**src/rtl/res_station.sv**
```systemverilog
// Arithmetic reservation station: tagged operand entries, CDB wakeup, one registered ALU issue per cycle.
// Optional RES_STATION_AGE_PRIORITY_EN selects the oldest ready entry instead of the lowest index.
module res_station #(
  parameter int unsigned DEPTH = 4,
  parameter int unsigned TAG_W = 3
) (
  input  logic              clk,
  input  logic              rst,
  input  logic              flush,
  input  logic              disp_valid,
  output logic              disp_ready,
  input  logic [3:0]        disp_op,
  input  logic [2:0]        disp_funct3,
  input  logic              disp_funct7,
  input  logic [TAG_W-1:0]  disp_src1_tag,
  input  logic [TAG_W-1:0]  disp_src2_tag,
  input  logic [31:0]       disp_src1_data,
  input  logic [31:0]       disp_src2_data,
  input  logic              disp_src1_valid,
  input  logic              disp_src2_valid,
  input  logic [TAG_W-1:0]  disp_rd_tag,
  input  logic [31:0]       disp_pc,
  input  logic              cdb_valid,
  input  logic [TAG_W-1:0]  cdb_tag,
  input  logic [31:0]       cdb_data,
  output logic              alu_valid,
  input  logic              alu_ready,
  output logic [3:0]        alu_op,
  output logic [2:0]        alu_funct3,
  output logic              alu_funct7,
  output logic [31:0]       alu_src1_data,
  output logic [31:0]       alu_src2_data,
  output logic [31:0]       alu_pc,
  output logic [TAG_W-1:0]  alu_tag,
  output logic [$clog2(DEPTH):0] occupancy
);

  localparam int unsigned IDX_W = (DEPTH > 1) ? $clog2(DEPTH) : 1;
  localparam int unsigned OCC_W = $clog2(DEPTH) + 1;

  typedef struct packed {
    logic [3:0]       op;
    logic [2:0]       funct3;
    logic             funct7;
    logic             s1_valid;
    logic [TAG_W-1:0] s1_tag;
    logic [31:0]      s1_data;
    logic             s2_valid;
    logic [TAG_W-1:0] s2_tag;
    logic [31:0]      s2_data;
    logic [TAG_W-1:0] rd_tag;
    logic [31:0]      pc;
  } entry_t;

  entry_t           ent_q [DEPTH];
  logic [DEPTH-1:0] busy_q;
  logic [DEPTH-1:0] rdy;
  logic             free_found;
  logic [IDX_W-1:0] free_idx;
  logic             sel_found;
  logic [IDX_W-1:0] sel_idx;
  logic             disp_fire;
  logic             issue_load;
  logic             byp1;
  logic             byp2;
  entry_t           disp_ent;

`ifdef RES_STATION_AGE_PRIORITY_EN
  // age = number of busy entries dispatched after this one; unique among busy entries
  logic [IDX_W-1:0] age_q [DEPTH];
  logic [IDX_W-1:0] best_age;
`endif

  assign disp_ready = (occupancy < OCC_W'(DEPTH));
  assign disp_fire  = disp_valid & disp_ready & free_found;
  assign issue_load = sel_found & (~alu_valid | alu_ready);

  // lowest-index free slot, judged on pre-edge state only
  always_comb begin
    free_found = 1'b0;
    free_idx   = '0;
    for (int i = 0; i < DEPTH; i++) begin
      if (!busy_q[i] && !free_found) begin
        free_found = 1'b1;
        free_idx   = IDX_W'(i);
      end
    end
  end

  always_comb begin
    rdy = '0;
    for (int i = 0; i < DEPTH; i++)
      rdy[i] = busy_q[i] & ent_q[i].s1_valid & ent_q[i].s2_valid;
  end

`ifdef RES_STATION_AGE_PRIORITY_EN
  always_comb begin
    sel_found = 1'b0;
    sel_idx   = '0;
    best_age  = '0;
    for (int i = 0; i < DEPTH; i++) begin
      if (rdy[i] && (!sel_found || age_q[i] > best_age)) begin
        sel_found = 1'b1;
        sel_idx   = IDX_W'(i);
        best_age  = age_q[i];
      end
    end
  end
`else
  always_comb begin
    sel_found = 1'b0;
    sel_idx   = '0;
    for (int i = 0; i < DEPTH; i++) begin
      if (rdy[i] && !sel_found) begin
        sel_found = 1'b1;
        sel_idx   = IDX_W'(i);
      end
    end
  end
`endif

  // dispatch payload with same-cycle CDB bypass
  always_comb begin
    byp1 = ~disp_src1_valid & cdb_valid & (cdb_tag == disp_src1_tag);
    byp2 = ~disp_src2_valid & cdb_valid & (cdb_tag == disp_src2_tag);
    disp_ent          = '0;
    disp_ent.op       = disp_op;
    disp_ent.funct3   = disp_funct3;
    disp_ent.funct7   = disp_funct7;
    disp_ent.s1_valid = disp_src1_valid | byp1;
    disp_ent.s1_tag   = disp_src1_tag;
    disp_ent.s1_data  = byp1 ? cdb_data : disp_src1_data;
    disp_ent.s2_valid = disp_src2_valid | byp2;
    disp_ent.s2_tag   = disp_src2_tag;
    disp_ent.s2_data  = byp2 ? cdb_data : disp_src2_data;
    disp_ent.rd_tag   = disp_rd_tag;
    disp_ent.pc       = disp_pc;
  end

  always_ff @(posedge clk or negedge rst) begin
    if (!rst) begin
      busy_q        <= '0;
      occupancy     <= '0;
      alu_valid     <= 1'b0;
      alu_op        <= '0;
      alu_funct3    <= '0;
      alu_funct7    <= 1'b0;
      alu_src1_data <= '0;
      alu_src2_data <= '0;
      alu_pc        <= '0;
      alu_tag       <= '0;
      for (int i = 0; i < DEPTH; i++) begin
        ent_q[i] <= '0;
`ifdef RES_STATION_AGE_PRIORITY_EN
        age_q[i] <= '0;
`endif
      end
    end else if (flush) begin
      busy_q    <= '0;
      occupancy <= '0;
      alu_valid <= 1'b0;
    end else begin
      for (int i = 0; i < DEPTH; i++) begin
        if (busy_q[i] && cdb_valid) begin
          if (!ent_q[i].s1_valid && ent_q[i].s1_tag == cdb_tag) begin
            ent_q[i].s1_valid <= 1'b1;
            ent_q[i].s1_data  <= cdb_data;
          end
          if (!ent_q[i].s2_valid && ent_q[i].s2_tag == cdb_tag) begin
            ent_q[i].s2_valid <= 1'b1;
            ent_q[i].s2_data  <= cdb_data;
          end
        end
`ifdef RES_STATION_AGE_PRIORITY_EN
        if (busy_q[i] && !(issue_load && IDX_W'(i) == sel_idx))
          age_q[i] <= age_q[i] + IDX_W'(disp_fire)
                      - IDX_W'(issue_load && (age_q[i] > age_q[sel_idx]));
`endif
      end

      if (issue_load) begin
        busy_q[sel_idx] <= 1'b0;
        alu_valid       <= 1'b1;
        alu_op          <= ent_q[sel_idx].op;
        alu_funct3      <= ent_q[sel_idx].funct3;
        alu_funct7      <= ent_q[sel_idx].funct7;
        alu_src1_data   <= ent_q[sel_idx].s1_data;
        alu_src2_data   <= ent_q[sel_idx].s2_data;
        alu_pc          <= ent_q[sel_idx].pc;
        alu_tag         <= ent_q[sel_idx].rd_tag;
      end else if (alu_ready) begin
        alu_valid <= 1'b0;
      end

      if (disp_fire) begin
        busy_q[free_idx] <= 1'b1;
        ent_q[free_idx]  <= disp_ent;
`ifdef RES_STATION_AGE_PRIORITY_EN
        age_q[free_idx]  <= '0;
`endif
      end

      occupancy <= occupancy + OCC_W'(disp_fire) - OCC_W'(issue_load);
    end
  end

endmodule

```
**config.mk**
```make
export PLATFORM = sky130hd
export DESIGN_NAME = res_station
export DESIGN_NICKNAME = d
export VERILOG_FILES = /design/src/rtl/res_station.sv
export SDC_FILE = /design/constraint.sdc
export NUM_CORES = 1
export LEC_CHECK = 0
export ABC_AREA = 1
export BUFFER_PORTS_ARGS = -buffer_cell sky130_fd_sc_hd__buf_2
export CELL_PAD_IN_SITES_DETAIL_PLACEMENT = 0
export CELL_PAD_IN_SITES_GLOBAL_PLACEMENT = 1
export CORE_AREA = 2 2 237 332
export CTS_CLUSTER_DIAMETER = 40
export DETAILED_ROUTE_END_ITERATION = 7
export DIE_AREA = 0 0 239 334
export GPL_ROUTABILITY_DRIVEN = 0
export PLACE_DENSITY_LB_ADDON = 0.08
export REMOVE_ABC_BUFFERS = 1
export SKIP_LAST_GASP = 1
export SLEW_MARGIN = 20
export SYNTH_ARGS = -nofsm -noshare
export SYNTH_HDL_FRONTEND = slang
export SYNTH_SLANG_ARGS = --single-unit
```
**constraint.sdc**
```tcl
create_clock -name clk -period 5.4 [get_ports clk]
set_input_delay 0.54 -clock clk [delete_from_list [all_inputs] [get_ports clk]]
set_output_delay 0.54 -clock clk [all_outputs]
set_load 0.01 [all_outputs]
```
==> impl_metrics.env, run 1 <==
export IMPL_initial_utilization=0.464
export IMPL_cts_made_buffers=90
export IMPL_critical_path_reg2reg_endpoint="ent_q[330]$_DFFE_PN0N_"
export IMPL_drt_drc_violations_left=0
export IMPL_core_area_um2=77200
export IMPL_ys_warn_count=0
export IMPL_ys_seq_area_frac=0.402
export IMPL_timing_worst_slew_pin_value_ns=1.20
export IMPL_syn_mean_instance_area_um2=6.41
export IMPL_run_status="completed"
export IMPL_tritoncts_clock_tree="built"
export IMPL_synthTopCellsByArea="dfrtp_1 (40%), nand2_1 (24%), nand3_1 (14%)"
export IMPL_h_tree_depth=3
export IMPL_chipWidth_um=239
export IMPL_timing_critical_path_buf_inv=3
export IMPL_end_kind="flip-flop"
export IMPL_io_pin_count=268
export IMPL_path_delay_family="buffers and inverters"
export IMPL_hpwl_mm=76.4
export IMPL_clk_transition_reported_paths_ns=0.06
export IMPL_die_h_um=334
export IMPL_timing_reg2reg_setup_slack_ns=1.99
export IMPL_maxClockFrequency_ghz=0.293
export IMPL_fillerInstances=8041
export IMPL_finalMaxSlewViolations=0
export IMPL_routed_via_count=36800
export IMPL_global_route_overflow_total=0
export IMPL_first_pass_iters=8
export IMPL_grt_start_max_net_pins=173
export IMPL_die_area_um2=79800
export IMPL_mostFrequentLayoutCells="nand2_1 (2,260), nand3_1 (1,027), inv_1 (712)"
export IMPL_clk_path_buf_depth=3
export IMPL_cp_num_cells=9
export IMPL_layout_commonest_cell="nand2_1"
export IMPL_routed_wirelength_mm=138
export IMPL_period_needed_ns=3.41
export IMPL_syn_instance_count=5581
export IMPL_critical_path_required_ns=5.98
export IMPL_irDropWorstVdd_v=0.000279
export IMPL_std_cell_rows=121
export IMPL_power_per_cell_area_nw_per_um2=477
export IMPL_maxCapViolations=0
export IMPL_synth_top_area_share=0.402
export IMPL_dr_iter_0_viols=3174
export IMPL_worst_clock_skew_ns=0.0220
export IMPL_post_drt_wl_per_cell_um=20.6
export IMPL_finalPower_uw=19400
export IMPL_globalRouteTotalUtil=0.344
export IMPL_global_route_wire_length_before_repair_mm=211
export IMPL_worstSetupPathType="flip-flop to flip-flop"
export IMPL_worstPathCellList="nor2_1 -> o21ai_2 -> nor2_4 -> buf_4 -> buf_4 -> inv_4 -> nand3_1 -> nand2_1 -> nand2_1"
export IMPL_reg2reg_depth=9
export IMPL_first_global_vias=35300
export IMPL_unique_masters_post_synth=32
export IMPL_hold_path_class="primary input to flip-flop"
export IMPL_worst_setup_path_endpoint="ent_q[330]$_DFFE_PN0N_"
export IMPL_count_of_final_hold_check_violations=0
export IMPL_clock_sinks=575
export IMPL_worstReg2RegStart="occupancy[2]$_DFF_PN0_"
export IMPL_crit_path_start_kind="flip-flop"
export IMPL_crit_path_start="occupancy[2]$_DFF_PN0_"
export IMPL_layout_area_overhead_vs_synth_pct=13.4
export IMPL_grt_setup_unrepaired="no"
export IMPL_cts_root_buffer_type="clkbuf_16"
export IMPL_signal_arrival_time_at_the_worst_endpoint_ns=4.00
export IMPL_slowest_stage="buf_4"
export IMPL_ant_nets=0
export IMPL_post_route_period_util=0.632
export IMPL_synth_largest_area_cell="dfrtp_1"
export IMPL_clk_insertion_delay_late_ns=0.67
export IMPL_p_leak_uw=0.0226
export IMPL_final_nets=5759
export IMPL_max_slew_margin_rel=0.200
export IMPL_cts_setup_buffers=0
export IMPL_slowest_delay_ns=0.68
export IMPL_share_of_the_core_filled_with_cells=0.526
export IMPL_crit_fanout=64
export IMPL_io_buffers=267
export IMPL_setup_viol=0
export IMPL_antenna_found_initial=11
export IMPL_netlist_area_um2=35800
export IMPL_synth_seq_cells=575
export IMPL_post_drt_via_cell_ratio=5.52
export IMPL_post_route_cells_drive_above_1_share=0.0983
logic make-up (layout without fill, tap and decap cells):
logic type,after synthesis,in the layout,synth area share
other,0,2,0
AND/OR/NAND/NOR,3569,3569,0.428
flip-flops,575,575,0.402
XOR/XNOR,15,15,0.00367
AO/OA/AOI/OAI,223,223,0.0318
buffers and inverters,1196,1291,0.133
adder cells (fa/ha/maj),3,3,0.00126
how the worst min path moves through the flow:
stage | from | endpoint | cells past startpoint
after global routing | disp_pc[17] | ent_q[247]$_DFFE_PN0P_ | 3
after CTS | disp_pc[17] | ent_q[247]$_DFFE_PN0P_ | 3
after detailed placement | alu_op[3]$_DFFE_PN0P_ | alu_op[3]$_DFFE_PN0P_ | 2
final | disp_pc[17] | ent_q[247]$_DFFE_PN0P_ | 3
after floorplan | rst | alu_funct3[0]$_DFFE_PN0P_ | 0
after global placement | alu_src1_data[19]$_DFFE_PN0P_ | alu_src1_data[19]$_DFFE_PN0P_ | 2
metrics by stage:
step           hold slack (ns)  setup WS [ns]  area [um^2]  setup TNS [ns]  std cells
6_report                 0.172           1.99        40600               0       6662
5_1_grt                  0.183           1.95        40600               0       6660
4_1_cts                  0.151           2.08        40600               0       6660
3_5_place_dp             0.459           1.89        37400               0       6491
3_3_place_gp             0.456           1.92        37400               0       6491
2_1_floorplan            0.244         -0.861        34000         -113.44       5167
registers in the layout, indices dropped and copies added (netlist names):
name           count
ent_q            460
alu_pc            32
alu_src1_data     32
alu_src2_data     32
alu_op             4
busy_q             4
alu_funct3         3
alu_tag            3
occupancy          3
alu_funct7         1
alu_valid          1
synthesized netlist by cell type:
library cell	number
fa_1	1
a21oi_2	1
nand2_1	2266
inv_1	712
buf_4	10
ha_1	2
nor3_1	2
nand4_1	225
dfrtp_1	575
nand4_2	1
clkinv_1	59
xor2_1	14
nand3_1	1028
o211ai_1	2
a21oi_1	7
inv_2	11
o21ai_0	182
o21a_1	1
nand2_4	3
nand2_2	10
nor2_1	25
nor2_2	7
clkbuf_1	185
xnor2_1	1
buf_2	181
nand3b_1	1
a31oi_1	2
o21ai_2	2
o21ai_1	26
clkbuf_2	3
nor2_4	1
buf_1	35
worst register-to-register path, stage by stage (launching register included):
cell,delay (ns)
dfrtp_1,0.41
nor2_1,0.32
o21ai_2,0.25
nor2_4,0.17
buf_4,0.48
buf_4,0.69
inv_4,0.61
nand3_1,0.28
nand2_1,0.08
nand2_1,0.06
final cells by class:
cell class                      instances  area [um^2]  share of cell area
Clock inverter                         59          698              0.0172
Multi-Input combinational cell       3810        16800               0.415
Inverter                              782         2950              0.0728
Timing Repair Buffer                  341         2030              0.0500
Tap cell                              984         1230              0.0303
Antenna cell                            2         5.00            0.000123
Clock buffer                          109         2450              0.0605
Sequential cell                       575        14400               0.355
repair_timing:
item,4_1_cts,5_1_grt
resized for setup,0,0
hold endpoints to repair,72,0
hold buffers,1,0
where the power goes:
part	total, uW	internal [uW]	leakage (uW)	switching [uW]
sequential	6820	5810	0.00749	1010
clock	6150	3740	0.00152	2410
combinational	6390	2210	0.0136	4180
total	19400	11800	0.0226	7600
per-layer routing:
| layer | track usage | share of wire | up-vias |
|---|---|---|---|
| li1 | - | - | 17500 |
| met2 | 0.585 | 0.48 | 1522 |
| met5 | 0 | 0.00075 | - |
| met1 | 0.421 | 0.39 | 17300 |
| met3 | 0.0555 | 0.079 | 416 |
| met4 | 0.177 | 0.053 | 18 |
No activity file was read; power rests on OpenSTA's default activity.
==> inputs of run 2 (changes only) <==
--- a/config.mk
+++ b/config.mk
@@ -5,14 +5,14 @@
 export SDC_FILE = /design/constraint.sdc
 export NUM_CORES = 1
 export LEC_CHECK = 0
-export ABC_AREA = 1
+export ABC_AREA = 0
 export BUFFER_PORTS_ARGS = -buffer_cell sky130_fd_sc_hd__buf_2
 export CELL_PAD_IN_SITES_DETAIL_PLACEMENT = 0
 export CELL_PAD_IN_SITES_GLOBAL_PLACEMENT = 1
-export CORE_AREA = 2 2 237 332
+export CORE_AREA = 2 2 213 298
 export CTS_CLUSTER_DIAMETER = 40
 export DETAILED_ROUTE_END_ITERATION = 7
-export DIE_AREA = 0 0 239 334
+export DIE_AREA = 0 0 215 300
 export GPL_ROUTABILITY_DRIVEN = 0
 export PLACE_DENSITY_LB_ADDON = 0.08
 export REMOVE_ABC_BUFFERS = 1
==> constraint.sdc (replaced) <==
create_clock -name clk -period 3.4 [get_ports clk]
set_input_delay 0.34 -clock clk [delete_from_list [all_inputs] [get_ports clk]]
set_output_delay 0.34 -clock clk [all_outputs]
set_load 0.01 [all_outputs]
==> run 2 against run 1 <==
Non-clock buffer count increased by 47. Worst setup slack got worse by 1.7 ns. Clock power increased by 52%. Sequential power increased by 61%. Final cell count decreased by 39%. Combinational power increased by 11%. Core utilization increased by 2.1 points. Global-route usage decreased by 1.0 points. Largest power group unchanged.
==> impl_metrics.env, run 2 <==
export IMPL_run_status="completed"
export IMPL_core_area_um2=61900
export IMPL_clk_path_buf_depth=3
export IMPL_async_reset_ff_frac=1.00
export IMPL_regArea_um2=14400
export IMPL_worstPathCellList="and3_4 -> buf_4 -> buf_4 -> nand3_1 -> a21oi_1 -> o31a_1"
export IMPL_worstSetupPathType="flip-flop to flip-flop"
export IMPL_path_delay_family="buffers and inverters"
export IMPL_timing_critical_path_buf_inv=2
export IMPL_layout_area_overhead_vs_synth_pct=20.2
export IMPL_ant_nets=0
export IMPL_worstReg2RegStart="ent_q[300]$_DFFE_PN0N_"
export IMPL_drt_drc_violations_left=0
export IMPL_irDropWorstVdd_v=0.000448
export IMPL_hold_path_class="primary input to flip-flop"
export IMPL_initial_utilization=0.455
export IMPL_fillerInstances=5719
export IMPL_stdcell_count=4045
export IMPL_chipWidth_um=215
export IMPL_finalMaxSlewViolations=0
export IMPL_layout_commonest_cell="nand2_1"
export IMPL_cts_made_buffers=83
export IMPL_worst_clock_skew_ns=0.0232
export IMPL_largest_reg_flops=460
export IMPL_cts_root_buffer_type="clkbuf_16"
export IMPL_synth_seq_cells=575
export IMPL_end_kind="flip-flop"
export IMPL_maxCapViolations=0
export IMPL_yosysMostFrequentCell="nand2_1"
export IMPL_post_drt_via_cell_ratio=6.34
export IMPL_slowest_delay_ns=0.85
export IMPL_maxClockFrequency_ghz=0.325
export IMPL_slowest_stage="buf_4"
export IMPL_critical_path_required_ns=3.95
export IMPL_multi_input_gate_area_in_the_final_layout_um2=12700
export IMPL_io_pin_count=268
export IMPL_global_route_wire_length_before_repair_mm=165
export IMPL_hold_path_depth=3
export IMPL_h_tree_depth=3
export IMPL_grt_start_max_net_pins=110
export IMPL_dr_iter_0_viols=2345
export IMPL_post_route_cells_drive_above_1_share=0.223
export IMPL_io_buffers=267
export IMPL_clk_insertion_delay_late_ns=0.63
export IMPL_p_leak_uw=0.0146
export IMPL_hpwl_mm=56.8
export IMPL_synth_enable_flop_cells=0
export IMPL_routed_via_count=25700
export IMPL_worst_hold_path_endpoint="ent_q[413]$_DFFE_PN0P_"
export IMPL_routed_wirelength_mm=109
export IMPL_global_route_overflow_total=0
export IMPL_signal_arrival_time_at_the_worst_endpoint_ns=3.63
export IMPL_post_route_period_util=0.905
export IMPL_worst_min_delay_path_startpoint="disp_src2_tag[1]"
export IMPL_post_place_cells=3842
export IMPL_power_per_cell_area_nw_per_um2=809
export IMPL_critical_path_reg2reg_endpoint="alu_pc[14]$_DFFE_PN0P_"
export IMPL_mostFrequentLayoutCells="nand2_1 (698), dfrtp_1 (575), buf_2 (265)"
export IMPL_crit_fanout=62
export IMPL_critical_path_most_common_cell="buf_4"
export IMPL_yosys_top_cells_count="nand2_1 (699), dfrtp_1 (575), nand3_1 (220)"
export IMPL_tritoncts_clock_tree="built"
export IMPL_post_drt_wl_per_cell_um=26.9
export IMPL_holdWs_ns=0.0329
export IMPL_globalRouteTotalUtil=0.335
export IMPL_reg2reg_depth=6
export IMPL_syn_instance_count=2996
export IMPL_ys_seq_area_frac=0.511
export IMPL_antenna_found_initial=16
export IMPL_clock_sinks=575
export IMPL_postCtsResizedCells=0
export IMPL_first_global_vias=26200
export IMPL_die_h_um=300
export IMPL_first_pass_iters=5
export IMPL_period_needed_ns=3.08
export IMPL_share_of_the_core_filled_with_cells=0.547
export IMPL_postSynth_topFlopCell="dfrtp_1"
export IMPL_final_nets=3308
export IMPL_crit_path_start_kind="flip-flop"
export IMPL_synthTopCellsByArea="dfrtp_1 (51%), nand2_1 (9.3%), o221a_2 (7.7%)"
export IMPL_netlist_area_um2=28100
export IMPL_synth_largest_area_cell="dfrtp_1"
export IMPL_syn_mean_instance_area_um2=9.40
export IMPL_synth_top_area_share=0.511
export IMPL_ys_warn_count=0
export IMPL_unique_masters_post_synth=48
export IMPL_max_slew_margin_rel=0.233
export IMPL_setup_viol=0
export IMPL_largest_register="ent_q"
export IMPL_grt_setup_unrepaired="no"
export IMPL_die_area_um2=64500
export IMPL_std_cell_rows=108
export IMPL_count_of_final_hold_check_violations=0
export IMPL_timing_worst_slew_pin_value_ns=1.15
export IMPL_timing_reg2reg_setup_slack_ns=0.32
export IMPL_clk_transition_reported_paths_ns=0.06
run 2: changes by cell type after synthesis, sizes merged, moves of 92 or more:
| cell | previous run | this run |
|---|---|---|
| nand2 | 2279 | 699 |
| nand3 | 1028 | 220 |
| inv | 723 | 9 |
| nand4 | 226 | 7 |
| a21oi | 8 | 217 |
| o221a | 0 | 192 |
| or3 | 0 | 192 |
| buf | 226 | 115 |
| o21bai | 0 | 107 |
| o31a | 0 | 107 |
| o21ai | 210 | 118 |
run 2: worst register-to-register path, delay by kind of cell (launching register included):
family | cells | cell delay, ns
flops | 1 | 0.53
compound gates | 2 | 0.33
buf+inv | 2 | 1.63
simple gates | 2 | 0.51
run 2: cells by family after synthesis:
| family | count (synthesis) | share of synthesized area |
|---|---|---|
| AO/OA/AOI/OAI | 825 | 0.228 |
| XOR/XNOR | 32 | 0.00996 |
| adder cells (fa/ha/maj) | 3 | 0.00160 |
| buffers and inverters | 329 | 0.0473 |
| flip-flops | 575 | 0.511 |
| AND/OR/NAND/NOR | 1232 | 0.201 |
run 2: timing repair:
action	4_1_cts	5_1_grt
endpoints found under the hold margin	238	0
setup buffers	0	0
hold buffers	47	0
run 2: final cells by class:
type | count | share of cell area
Multi-Input combinational cell | 2092 | 0.376
Inverter | 9 | 0.000998
Clock buffer | 93 | 0.0652
Clock inverter | 55 | 0.0231
Antenna cell | 8 | 0.000592
Timing Repair Buffer | 388 | 0.0779
Sequential cell | 575 | 0.425
Tap cell | 825 | 0.0305
run 2: worst max-delay path by stage:
stage	slack, ns	end	depth (start not counted)	from
final	0.32	alu_pc[14]$_DFFE_PN0P_	6	ent_q[300]$_DFFE_PN0N_
after global placement	0.52	alu_pc[19]$_DFFE_PN0P_	6	ent_q[300]$_DFFE_PN0N_
after floorplan	-3.44	alu_funct3[0]$_DFFE_PN0P_	5	ent_q[70]$_DFFE_PN0N_
after global routing	0.26	alu_pc[14]$_DFFE_PN0P_	6	ent_q[300]$_DFFE_PN0N_
after CTS	0.42	alu_pc[14]$_DFFE_PN0P_	6	ent_q[300]$_DFFE_PN0N_
after detailed placement	0.46	alu_pc[25]$_DFFE_PN0P_	6	ent_q[300]$_DFFE_PN0N_
run 2: per-layer routing:
layer / routed length, um / vias up / GRT usage
met2: 53400 / 1358 / 0.569
met4: 3740 / 20 / 0.139
met3: 9570 / 273 / 0.0707
li1: - / 11000 / -
met1: 41800 / 13000 / 0.415
met5: 115 / - / 0
run 2: report_power, final:
| part | switching [uW] | internal [uW] | leakage [uW] | total, uW |
|---|---|---|---|---|
| clock | 3410 | 5940 | 0.00145 | 9350 |
| sequential | 1540 | 9410 | 0.00711 | 11000 |
| combinational | 3540 | 3550 | 0.00598 | 7090 |
run 2: per-stage QoR:
stage | worst slack, ns | total power [uW] | setup TNS [ns] | area (um^2)
3_5_place_dp | 0.462 | 18100 | 0 | 30400
6_report | 0.322 | 27400 | 0 | 33800
2_1_floorplan | -3.44 | 15100 | -551.47 | 26900
3_3_place_gp | 0.516 | 17800 | 0 | 30400
5_1_grt | 0.258 | 28800 | 0 | 33800
4_1_cts | 0.418 | 27500 | 0 | 33800
